--- src/rtl/fir_mc.sv ---
// fir_mc: time-multiplexed multi-channel bit-serial linear-phase FIR.
// One shared coefficient set (loaded serially), one delay line per channel,
// one sample bit per coefficient per clock, saturating unsigned output.
// Ports:
//   clk, rst_n              clock, async active-low reset
//   in_valid/in_ready       sample handshake (in_ready is combinational)
//   in_ch, x, sym_coeffs    channel tag, sample, symmetric(1)/anti-symmetric(0)
//   coeff_load, coeff_in    serial coefficient shift enable and data bit
//   flush                   clear every delay line (IDLE only)
//   out_valid, out_ch, y, sat  one-cycle result pulse, channel, result, clamp flag
module fir_mc #(
    parameter int unsigned DataWidth  = 12,
    parameter int unsigned CoeffWidth = 12,
    parameter int unsigned NTaps      = 9,
    parameter int unsigned NChannels  = 2,
    localparam int unsigned ChW = (NChannels > 1) ? $clog2(NChannels) : 1
) (
    input  logic                 clk,
    input  logic                 rst_n,
    input  logic                 in_valid,
    output logic                 in_ready,
    input  logic [ChW-1:0]       in_ch,
    input  logic [DataWidth-1:0] x,
    input  logic                 sym_coeffs,
    input  logic                 coeff_load,
    input  logic                 coeff_in,
    input  logic                 flush,
    output logic                 out_valid,
    output logic [ChW-1:0]       out_ch,
    output logic [DataWidth-1:0] y,
    output logic                 sat
);

    localparam int unsigned NCoeffs = (NTaps + 1) / 2;
    localparam int unsigned AccW    = DataWidth + CoeffWidth + $clog2(NTaps) + 1;
    localparam int unsigned CW      = NCoeffs * CoeffWidth;
    localparam int unsigned JW      = (NCoeffs > 1) ? $clog2(NCoeffs) : 1;
    localparam int unsigned BW      = (DataWidth > 1) ? $clog2(DataWidth) : 1;

    localparam logic signed [AccW-1:0] C_OFS  = AccW'(1) << (DataWidth - 1);
    localparam logic signed [AccW-1:0] C_YMAX = (AccW'(1) << DataWidth) - AccW'(1);

    localparam logic [1:0] S_IDLE = 2'd0;
    localparam logic [1:0] S_LOAD = 2'd1;
    localparam logic [1:0] S_MAC  = 2'd2;

    if ((NTaps % 2) == 0 || NTaps < 3) begin : g_bad_ntaps
        $fatal(1, "fir_mc: NTaps must be odd and >= 3");
    end
    if (NChannels < 1) begin : g_bad_nch
        $fatal(1, "fir_mc: NChannels must be >= 1");
    end

    logic [1:0]                                   r_state;
    logic [1:0]                                   w_state_nxt;
    logic [CW-1:0]                                r_coef;
    logic [NChannels-1:0][NTaps-1:0][DataWidth-1:0] r_line;
    logic [ChW-1:0]                               r_ch;
    logic                                         r_sym;
    logic signed [AccW-1:0]                       r_acc;
    logic [JW-1:0]                                r_j;
    logic [BW-1:0]                                r_b;

    logic                   w_idle;
    logic                   w_ch_ok;
    logic                   w_accept;
    logic                   w_flush;
    logic                   w_last;
    logic                   w_centre;
    logic [DataWidth-1:0]   w_near;
    logic [DataWidth-1:0]   w_far;
    logic signed [CoeffWidth-1:0] w_coef;
    logic signed [AccW-1:0] w_cext;
    logic signed [AccW-1:0] w_term;
    logic signed [AccW-1:0] w_acc_nxt;
    logic signed [AccW-1:0] w_v;
    logic [DataWidth-1:0]   w_y;
    logic                   w_sat;

    assign w_idle   = (r_state == S_IDLE);
    assign in_ready = rst_n && w_idle && !coeff_load && !flush;
    assign w_ch_ok  = ({1'b0, in_ch} < (ChW + 1)'(NChannels));
    assign w_accept = in_valid && in_ready;
    assign w_flush  = w_idle && !coeff_load && flush;
    assign w_centre = (r_j == JW'(NCoeffs - 1));
    assign w_last   = w_centre && (r_b == BW'(DataWidth - 1));

    // State register
    always_ff @(posedge clk or negedge rst_n) begin
        if (!rst_n) begin
            r_state <= S_IDLE;
        end else begin
            r_state <= w_state_nxt;
        end
    end

    // Next-state logic; coeff_load outranks flush, which outranks a sample
    always_comb begin
        w_state_nxt = r_state;
        case (r_state)
            S_IDLE: begin
                if (coeff_load) begin
                    w_state_nxt = S_LOAD;
                end else if (w_accept && w_ch_ok) begin
                    w_state_nxt = S_MAC;
                end
            end
            S_LOAD: begin
                if (!coeff_load) begin
                    w_state_nxt = S_IDLE;
                end
            end
            S_MAC: begin
                if (w_last) begin
                    w_state_nxt = S_IDLE;
                end
            end
            default: w_state_nxt = S_IDLE;
        endcase
    end

    // Select the tap pair and coefficient for the current index j
    always_comb begin
        w_near = '0;
        w_far  = '0;
        w_coef = '0;
        for (int c = 0; c < NChannels; c++) begin
            for (int k = 0; k < NCoeffs; k++) begin
                if (r_ch == ChW'(c) && r_j == JW'(k)) begin
                    w_near = r_line[c][k];
                    w_far  = r_line[c][NTaps-1-k];
                end
            end
        end
        for (int k = 0; k < NCoeffs; k++) begin
            if (r_j == JW'(k)) begin
                w_coef = r_coef[k*CoeffWidth +: CoeffWidth];
            end
        end
    end

    // One partial product: (near +/- far) bit b times c[j], weighted by 2^b
    always_comb begin
        w_cext = AccW'(w_coef) <<< r_b;
        w_term = '0;
        if (w_near[r_b]) begin
            w_term = w_cext;
        end
        if (!w_centre && w_far[r_b]) begin
            w_term = r_sym ? (w_term + w_cext) : (w_term - w_cext);
        end
        w_acc_nxt = r_acc + w_term;
    end

    // Rescale, re-bias to unsigned and clamp the final sum
    always_comb begin
        w_v   = (w_acc_nxt >>> (CoeffWidth - 1)) + C_OFS;
        w_y   = w_v[DataWidth-1:0];
        w_sat = 1'b0;
        if (w_v[AccW-1]) begin
            w_y   = '0;
            w_sat = 1'b1;
        end else if (w_v > C_YMAX) begin
            w_y   = '1;
            w_sat = 1'b1;
        end
    end

    // Serial coefficient chain: c[0] LSB at bit 0, c[NCoeffs-1] MSB at the top
    always_ff @(posedge clk or negedge rst_n) begin
        if (!rst_n) begin
            r_coef <= '0;
        end else if (r_state != S_MAC && coeff_load) begin
            r_coef <= {r_coef[CW-2:0], coeff_in};
        end
    end

    // Delay lines: tap 0 is the newest sample
    always_ff @(posedge clk or negedge rst_n) begin
        if (!rst_n) begin
            r_line <= '0;
        end else if (w_flush) begin
            r_line <= '0;
        end else if (w_accept && w_ch_ok) begin
            for (int c = 0; c < NChannels; c++) begin
                if (in_ch == ChW'(c)) begin
                    r_line[c] <= {r_line[c][NTaps-2:0], x};
                end
            end
        end
    end

    // MAC sequencing: bit index b inner, coefficient index j outer
    always_ff @(posedge clk or negedge rst_n) begin
        if (!rst_n) begin
            r_ch  <= '0;
            r_sym <= 1'b0;
            r_acc <= '0;
            r_j   <= '0;
            r_b   <= '0;
        end else if (w_accept && w_ch_ok) begin
            r_ch  <= in_ch;
            r_sym <= sym_coeffs;
            r_acc <= '0;
            r_j   <= '0;
            r_b   <= '0;
        end else if (r_state == S_MAC) begin
            r_acc <= w_acc_nxt;
            if (r_b == BW'(DataWidth - 1)) begin
                r_b <= '0;
                r_j <= r_j + JW'(1);
            end else begin
                r_b <= r_b + BW'(1);
            end
        end
    end

    // Result registers; y/out_ch/sat hold until the next result
    always_ff @(posedge clk or negedge rst_n) begin
        if (!rst_n) begin
            out_valid <= 1'b0;
            out_ch    <= '0;
            y         <= '0;
            sat       <= 1'b0;
        end else begin
            out_valid <= (r_state == S_MAC) && w_last;
            if ((r_state == S_MAC) && w_last) begin
                out_ch <= r_ch;
                y      <= w_y;
                sat    <= w_sat;
            end
        end
    end

endmodule

--- config.mk ---
export PLATFORM = sky130hd
export DESIGN_NAME = fir_mc
export DESIGN_NICKNAME = d
export VERILOG_FILES = /design/src/rtl/fir_mc.sv
export SDC_FILE = /design/constraint.sdc
export NUM_CORES = 1
export LEC_CHECK = 0
export ABC_AREA = 1
export CAP_MARGIN = 20
export CORE_MARGIN = 4
export CORE_UTILIZATION = 25
export CTS_BUF_LIST = sky130_fd_sc_hd__clkbuf_2
export CTS_CLUSTER_SIZE = 30
export DETAILED_ROUTE_END_ITERATION = 10
export GPL_ROUTABILITY_DRIVEN = 1
export GPL_TIMING_DRIVEN = 0
export PLACE_DENSITY_LB_ADDON = 0.2
export SYNTH_ARGS = -nofsm -noshare
export SYNTH_HDL_FRONTEND = slang
export SYNTH_SLANG_ARGS = --single-unit
export TNS_END_PERCENT = 30
--- constraint.sdc ---
create_clock -name clk -period 15.8 [get_ports clk]
set_input_delay 1.58 -clock clk [delete_from_list [all_inputs] [get_ports clk]]
set_output_delay 1.58 -clock clk [all_outputs]
set_load 0.05 [all_outputs]
---- Yosys cells after proc, flatten, opt, wreduce, memory -nomap -nowiden ----
Index checks and enable logic that the tools add are counted.
operators by class
  $add $sub $neg .......................... 6
  magnitude comparators ................... 2
  equality and inequality tests ........... 12
  shifts and indexed selects .............. 1
  mux-type cells .......................... 53
  bitwise operators ....................... 1
  reductions and logical operators ........ 33
operator list
  cell                      count
  $mux W216                 2
  $mux W12                  27
  $mux W108                 2
  $mux W29                  5
  $add A29 B29 Y29          2
  $sshl A12 B4 Y29          1
  $sub A29 B29 Y29          1
  $logic_and A1 B1 Y1       20
  $add A18 B13 Y19 const B  1
  $gt A19 B13 Y1 const B    1
  $mux W4                   3
  $mux W3                   3
  $bmux W1 S4               2
  $mux W2                   4
  $reduce_bool A2 Y1        4
  $eq A3 B2 Y1 const B      2
  $ne A2 B2 Y1 const B      3
  $pmux W2 S3               1
  $reduce_and A2 Y1         3
  $lt A4 B5 Y1 const B      1
  $add A4 B1 Y4 const B     1
  $eq A4 B4 Y1 const B      1
  $mux W1                   4
  $add A3 B1 Y3 const B     1
  11 further kinds          13
storage, ports and cells
  flip-flop bits (word level) ............. 331
  output and inout bits ................... 16
  word-level logic and storage cells ...... 137

---- Longest topological paths before layout ----
  depth in word-level cells ............... 23
  depth in mapped cells ................... 61
  gate-level depth less buffers ........... 58

---- Worst setup path after synthesis ----
OpenSTA, ideal clock, no wires.
  kind .................................... register -> register
  start ................................... reg r_j[2]
  end ..................................... reg y[2]
  setup time .............................. 0.118 ns
  arrival time ............................ 6.884 ns
  data required time ...................... 15.682 ns
  setup slack ............................. 8.799 ns
  cell stages (with the launch flop) ...... 58
  buffers on the path ..................... 4
  period minus slack after synthesis ...... 7.001 ns
  cells stage by stage .................... dfrtp_1 inv_4 ha_1 buf_2 inv_1 nor2_2 buf_4 a21oi_1 nand2_1 nand2_1 nand2_1 nand2_1 nand2_1 nand2_1 nand2_1 nand2_1 nand2_1 nand3_1 (+22 left out) a21oi_1 a21boi_0 xor2_1 inv_1 ha_1 nand3_1 nor2_1 nand3_1 nor2_1 nand4_1 nor2_1 nand3_1 nand3_1 nor2_2 buf_2 nand4_1 nand2_1 nand2_1
between the ends
  word-level cells in the longest chain between the ends .. 23
  elaborated cells on any way between the ends .. 59
  those cells by class .................... 4 x add/sub; 1 x order compare; 4 x eq/ne; 1 x shift; 34 x mux; 15 x reduce/logical
RTL lines
  what                                                  RTL line  RTL
  from (decl)                                           61        logic [JW-1:0] r_j;
  from (signal assigned)                                211       r_j <= r_j + JW'(1);
  $logic_not A3 Y1                                      129, 136
  $logic_and A1 B1 Y1                                   129       if (r_ch == ChW'(c) && r_j == JW'(k)) begin
  $mux W12 (10 in a row)                                129
  $bmux W1 S4                                           146       if (w_near[r_b]) begin
  $mux W1 (not written as such)                         146
  $mux W29                                              146
  $sub A29 B29 Y29 or $add A29 B29 Y29 (tied branches)  150       w_term = r_sym ? (w_term + w_cext) : (w_term - w_cext);
  $mux W29                                              150
  $mux W29                                              149       if (!w_centre && w_far[r_b]) begin
  $add A29 B29 Y29                                      152       w_acc_nxt = r_acc + w_term;
  $add A18 B13 Y19                                      157       w_v = (w_acc_nxt >>> (CoeffWidth - 1)) + C_OFS;
  $gt A19 B13 Y1                                        163       end else if (w_v > C_YMAX) begin
  $mux W12                                              163
  $mux W12                                              160       if (w_v[AccW-1]) begin
  to (signal assigned)                                  229       y <= w_y;
  to (decl)                                             30        output logic [DataWidth-1:0] y,
Parallel ways exist; a longest one is shown, timed or not. The select of a mux whose other input is x is not followed.
A chain may end at the register's enable or synchronous reset.

---- Worst setup path in the final report ----
  start ................................... reg r_j[2]
  end ..................................... reg y[6]
Same word-level chain as after synthesis.

==> summary by stage <==
Job
The tool flagged a number of max-cap violations equal to 0.

GRT
Entering global routing, the biggest net connects 108 pins. Summed over all layers, the global routing overflow is 0. The first global-routing pass estimated approximately 120000 um of wire.

The via count of the first global-routing pass is 20900. The number of antenna violations at the first check in global routing was 2. The total global-route track usage is around 18%.

Yosys
Counting every instance in the synthesized netlist gives 3162. In this run the cell area of the synthesized design comes to about 0.021 mm^2. In the synthesized netlist the dominant register cell turns out to be sky130_fd_sc_hd__dfrtp_1. The Yosys step of the flow raised 0 warnings. Sequential elements use 38.7% of the synthesized area. The synthesized area divided by synthesized cell count is 6.77 um^2. Counting distinct cell types in the post-synthesis netlist gives 55. After synthesis the netlist holds a flip-flop and latch count of approximately 330.

After synthesis, the share of flip-flops with an asynchronous set or reset is 100%. Counting every net in the synthesized netlist gives 3251. The synthesized design contains 0 enable-type register cells.

STA
The transition time at the pin with the least slew margin is 1060 ps. The achievable frequency is 98.6 MHz. The least setup slack across all paths after layout is 5660 ps. The share of the clock period used by the worst path is 64.2%.

For the final database, setup skew stands at 168 ps. The count of final max-slew check failures is 0. Setup repair after global routing left no endpoint under its margin.

The count of final setup violators is 0. The number of hold violations in the final report is 0. The headroom to the max-slew limit is 29.6%.

The smallest hold slack is 282 ps. For the final routed database, the setup TNS stands at 0 ps. The final critical path time including I/O delays and setup is 10140 ps.

Clocking
The total number of H-tree levels is 3. Once the clock tree was built, the resizer swapped 0 gates to a different size. In this run, post-CTS hold repair placed 0 buffers. For the worst-skew pair, the clock arrives at the later sink with an insertion delay of about 1200 ps. Counting every sink on the clock net gives 331. Buffers inserted during clock tree synthesis total 100. The largest buffer count on any clock path is 3. The number of setup buffers added after CTS is 0. The CTS tree is built. The root buffer cell is sky130_fd_sc_hd__clkbuf_2. The clock transition at the registers of the reported paths is 120 ps.

Setup path
The required time at the worst-slack endpoint is 16800 ps. For this run, the slowest stage of the critical path takes 540 ps. The nature of the critical path startpoint is a register.

The setup slack of the most critical reg-to-reg path is 5660 ps. The worst flop-to-flop path endpoint is y[6]. For the worst setup path, the data arrival time is 11140 ps.

The critical path endpoint category is a register. The most critical setup path has its startpoint at r_j[2]. Along the worst path, the maximum fanout reaches 10. The capture point of the critical path is y[6].

The critical path is of the register to register type. The worst-case reg-to-reg path depth is 56. The source of the worst register-to-register timing path is r_j[2]. The most frequent cell on the critical path is sky130_fd_sc_hd__nand2_1.

The worst-path cell with the longest stage delay is sky130_fd_sc_hd__nor2_2.

Outcome
The flow ran to the end, and the final reports show no timing, DRC or antenna violations.

Power
In this run the static leakage power is around 0.012 uW. For this design the ratio of total power to cell area is 186 mW/mm^2. The maximum vdd drop is 0.000106 V.

Final layout
The register area is 0.00828 mm^2. The multi-input combinational cell area is between 0.01 and 0.015 mm^2. The final net count is roughly 3400. The final core utilization is 28.3%. The most common cell after layout, fill and taps aside is sky130_fd_sc_hd__nand2_1. The number of standard cells in the final layout excluding fillers is approximately 4500. The library cells used most frequently in the layout, excluding fill and tap cells, are 1124 x sky130_fd_sc_hd__nand2_1, 331 x sky130_fd_sc_hd__dfrtp_1, 330 x sky130_fd_sc_hd__o21ai_0, 288 x sky130_fd_sc_hd__inv_1, 259 x sky130_fd_sc_hd__nand3_1. The fraction of final layout cells with drive strength greater than 1 is 8.08%. From synthesis to final layout, the design area changed by 12.6%. After filler insertion, the fill cell instance count of the layout stands at approximately 10000.

Routing
Using the TritonRoute via totals, the vias-per-cell ratio works out to roughly 4.7. After the first detailed-routing iteration, the DRC count stood at 1653. The routed wire length is 80100 um. Summing over every cut layer, the via total after detailed routing is ~21000. The pre-antenna-repair detailed-routing pass consisted of 5 iterations. The routed length per instance is 17.8 um. The final antenna-violating net count is 0.

The DRC violation count after routing is 0.

Placed design
Once detailed placement completed, the half-perimeter wirelength came to 59000 um. The minimum setup slack after placement is 5740 ps. During placement, the flow inserted port buffers numbering 35. At the end of routability-driven placement, the weighted congestion stood at 0.873. The instance count after placement with tap cells included is 4345.

Die
The floorplan die height is 301 um. After floorplanning, the core was divided into 107 placement rows. The die covers 0.0904 mm^2.

The starting density of the core is 25.2%. The die is around 300 um wide. Pin placement for this block handled 36 I/O pins. The core region area is around 0.085 mm^2.

Min path
The class of the tightest hold or removal check is input pin to async pin.
-- cells by family (layout without fill, tap and decap cells) --
group	after synthesis	count (layout)	share of synthesized area [%]
AO/OA/AOI/OAI	506	506	12.4
other	0	2	0
adder cells (fa/ha/maj)	69	69	4.10
multiplexers	20	20	1.05
flip-flops	331	331	38.7
buffers and inverters	473	666	8.70
XOR/XNOR	60	60	2.45
AND/OR/NAND/NOR	1703	1703	32.6
-- synthesized netlist by cell type (7+ instances only) --
master / instances / area, um^2
sky130_fd_sc_hd__clkbuf_1: 106 / 398
sky130_fd_sc_hd__xor2_1: 35 / 307
sky130_fd_sc_hd__or2_2: 21 / 131
sky130_fd_sc_hd__nor2_1: 220 / 826
sky130_fd_sc_hd__xnor2_1: 25 / 219
sky130_fd_sc_hd__nor3_1: 14 / 70.1
sky130_fd_sc_hd__nor2_2: 9 / 56.3
sky130_fd_sc_hd__inv_2: 23 / 86.3
sky130_fd_sc_hd__inv_1: 288 / 1080
sky130_fd_sc_hd__mux2_2: 20 / 225
sky130_fd_sc_hd__nand2_2: 9 / 56.3
sky130_fd_sc_hd__o21ai_0: 330 / 1650
sky130_fd_sc_hd__a31oi_1: 10 / 62.6
sky130_fd_sc_hd__o31ai_1: 8 / 60.1
sky130_fd_sc_hd__nand3_1: 259 / 1300
sky130_fd_sc_hd__buf_1: 7 / 26.3
sky130_fd_sc_hd__buf_2: 26 / 130
sky130_fd_sc_hd__nand2_1: 1124 / 4220
sky130_fd_sc_hd__a21oi_1: 103 / 515
sky130_fd_sc_hd__nand4_1: 23 / 144
sky130_fd_sc_hd__clkinv_1: 10 / 37.5
sky130_fd_sc_hd__ha_1: 67 / 838
sky130_fd_sc_hd__dfrtp_1: 331 / 8280
sky130_fd_sc_hd__buf_4: 10 / 75.1
sky130_fd_sc_hd__o21ai_1: 20 / 100
-- layout make-up --
type                    count  share of cell area, %
multi-input cells        2358                   46.7
flip-flops and latches    331                   34.3
well taps                1144                   5.93
inverters                 322                   5.02
plain buffers             151                   2.70
clock buffers             123                   2.55
repair buffers             39                   1.86
clock inverters            31                  0.830
diodes                      2                 0.0207
-- registers in the layout (all words and copies together), names as in the netlist --
register	flops
r_acc	29
r_coef	60
r_line	216
r_state	2
sat	1
out_ch	1
r_ch	1
out_valid	1
y	12
r_j	3
r_b	4
r_sym	1
-- power by group --
part	internal, uW	leakage, uW	switching (uW)
logic	931	0.00715	1890
registers	926	0.00452	60.4
clock network	239	0.000607	433
-- worst max-delay path: cells and delay by family (launching register included) --
kind                     cells  cell delay (ps)
buffers and inverters        9             2080
adder cells (fa/ha/maj)      4             1120
XOR/XNOR                     2              430
AO/OA/AOI/OAI               12             2660
flip-flops                   1              490
AND/OR/NAND/NOR             29             3220
-- metal layers --
metal / track usage (%) / vias to the layer above / wire length [um] / share of wire (%)
li1: - / 10400 / - / -
met1: 24.8 / 9897 / 38700 / 48
met2: 27.9 / 490 / 35400 / 44
met3: 2.91 / 130 / 3880 / 4.8
met4: 5.03 / 0 / 2190 / 2.7
met5: 0 / - / 0 / 0
-- per-stage QoR --
stage	total power, uW	area, um^2
floorplan	3060	21400
global placement	3810	23200
detailed placement	3810	23300
CTS	4510	24100
global route	4960	24100
finish	4480	24100
-- how the worst min path moves through the flow --
| stage | startpoint | end | cells after the start |
|---|---|---|---|
| after global placement | r_state[1] | r_state[0] | 1 |
| after CTS | rst_n | r_acc[7] | 1 |
| after floorplan | r_state[1] | r_state[0] | 1 |
| final | rst_n | r_acc[7] | 1 |
| after detailed placement | r_state[1] | r_state[0] | 1 |
| after global routing | rst_n | r_acc[7] | 1 |
(Power assumes the default switching activity.)
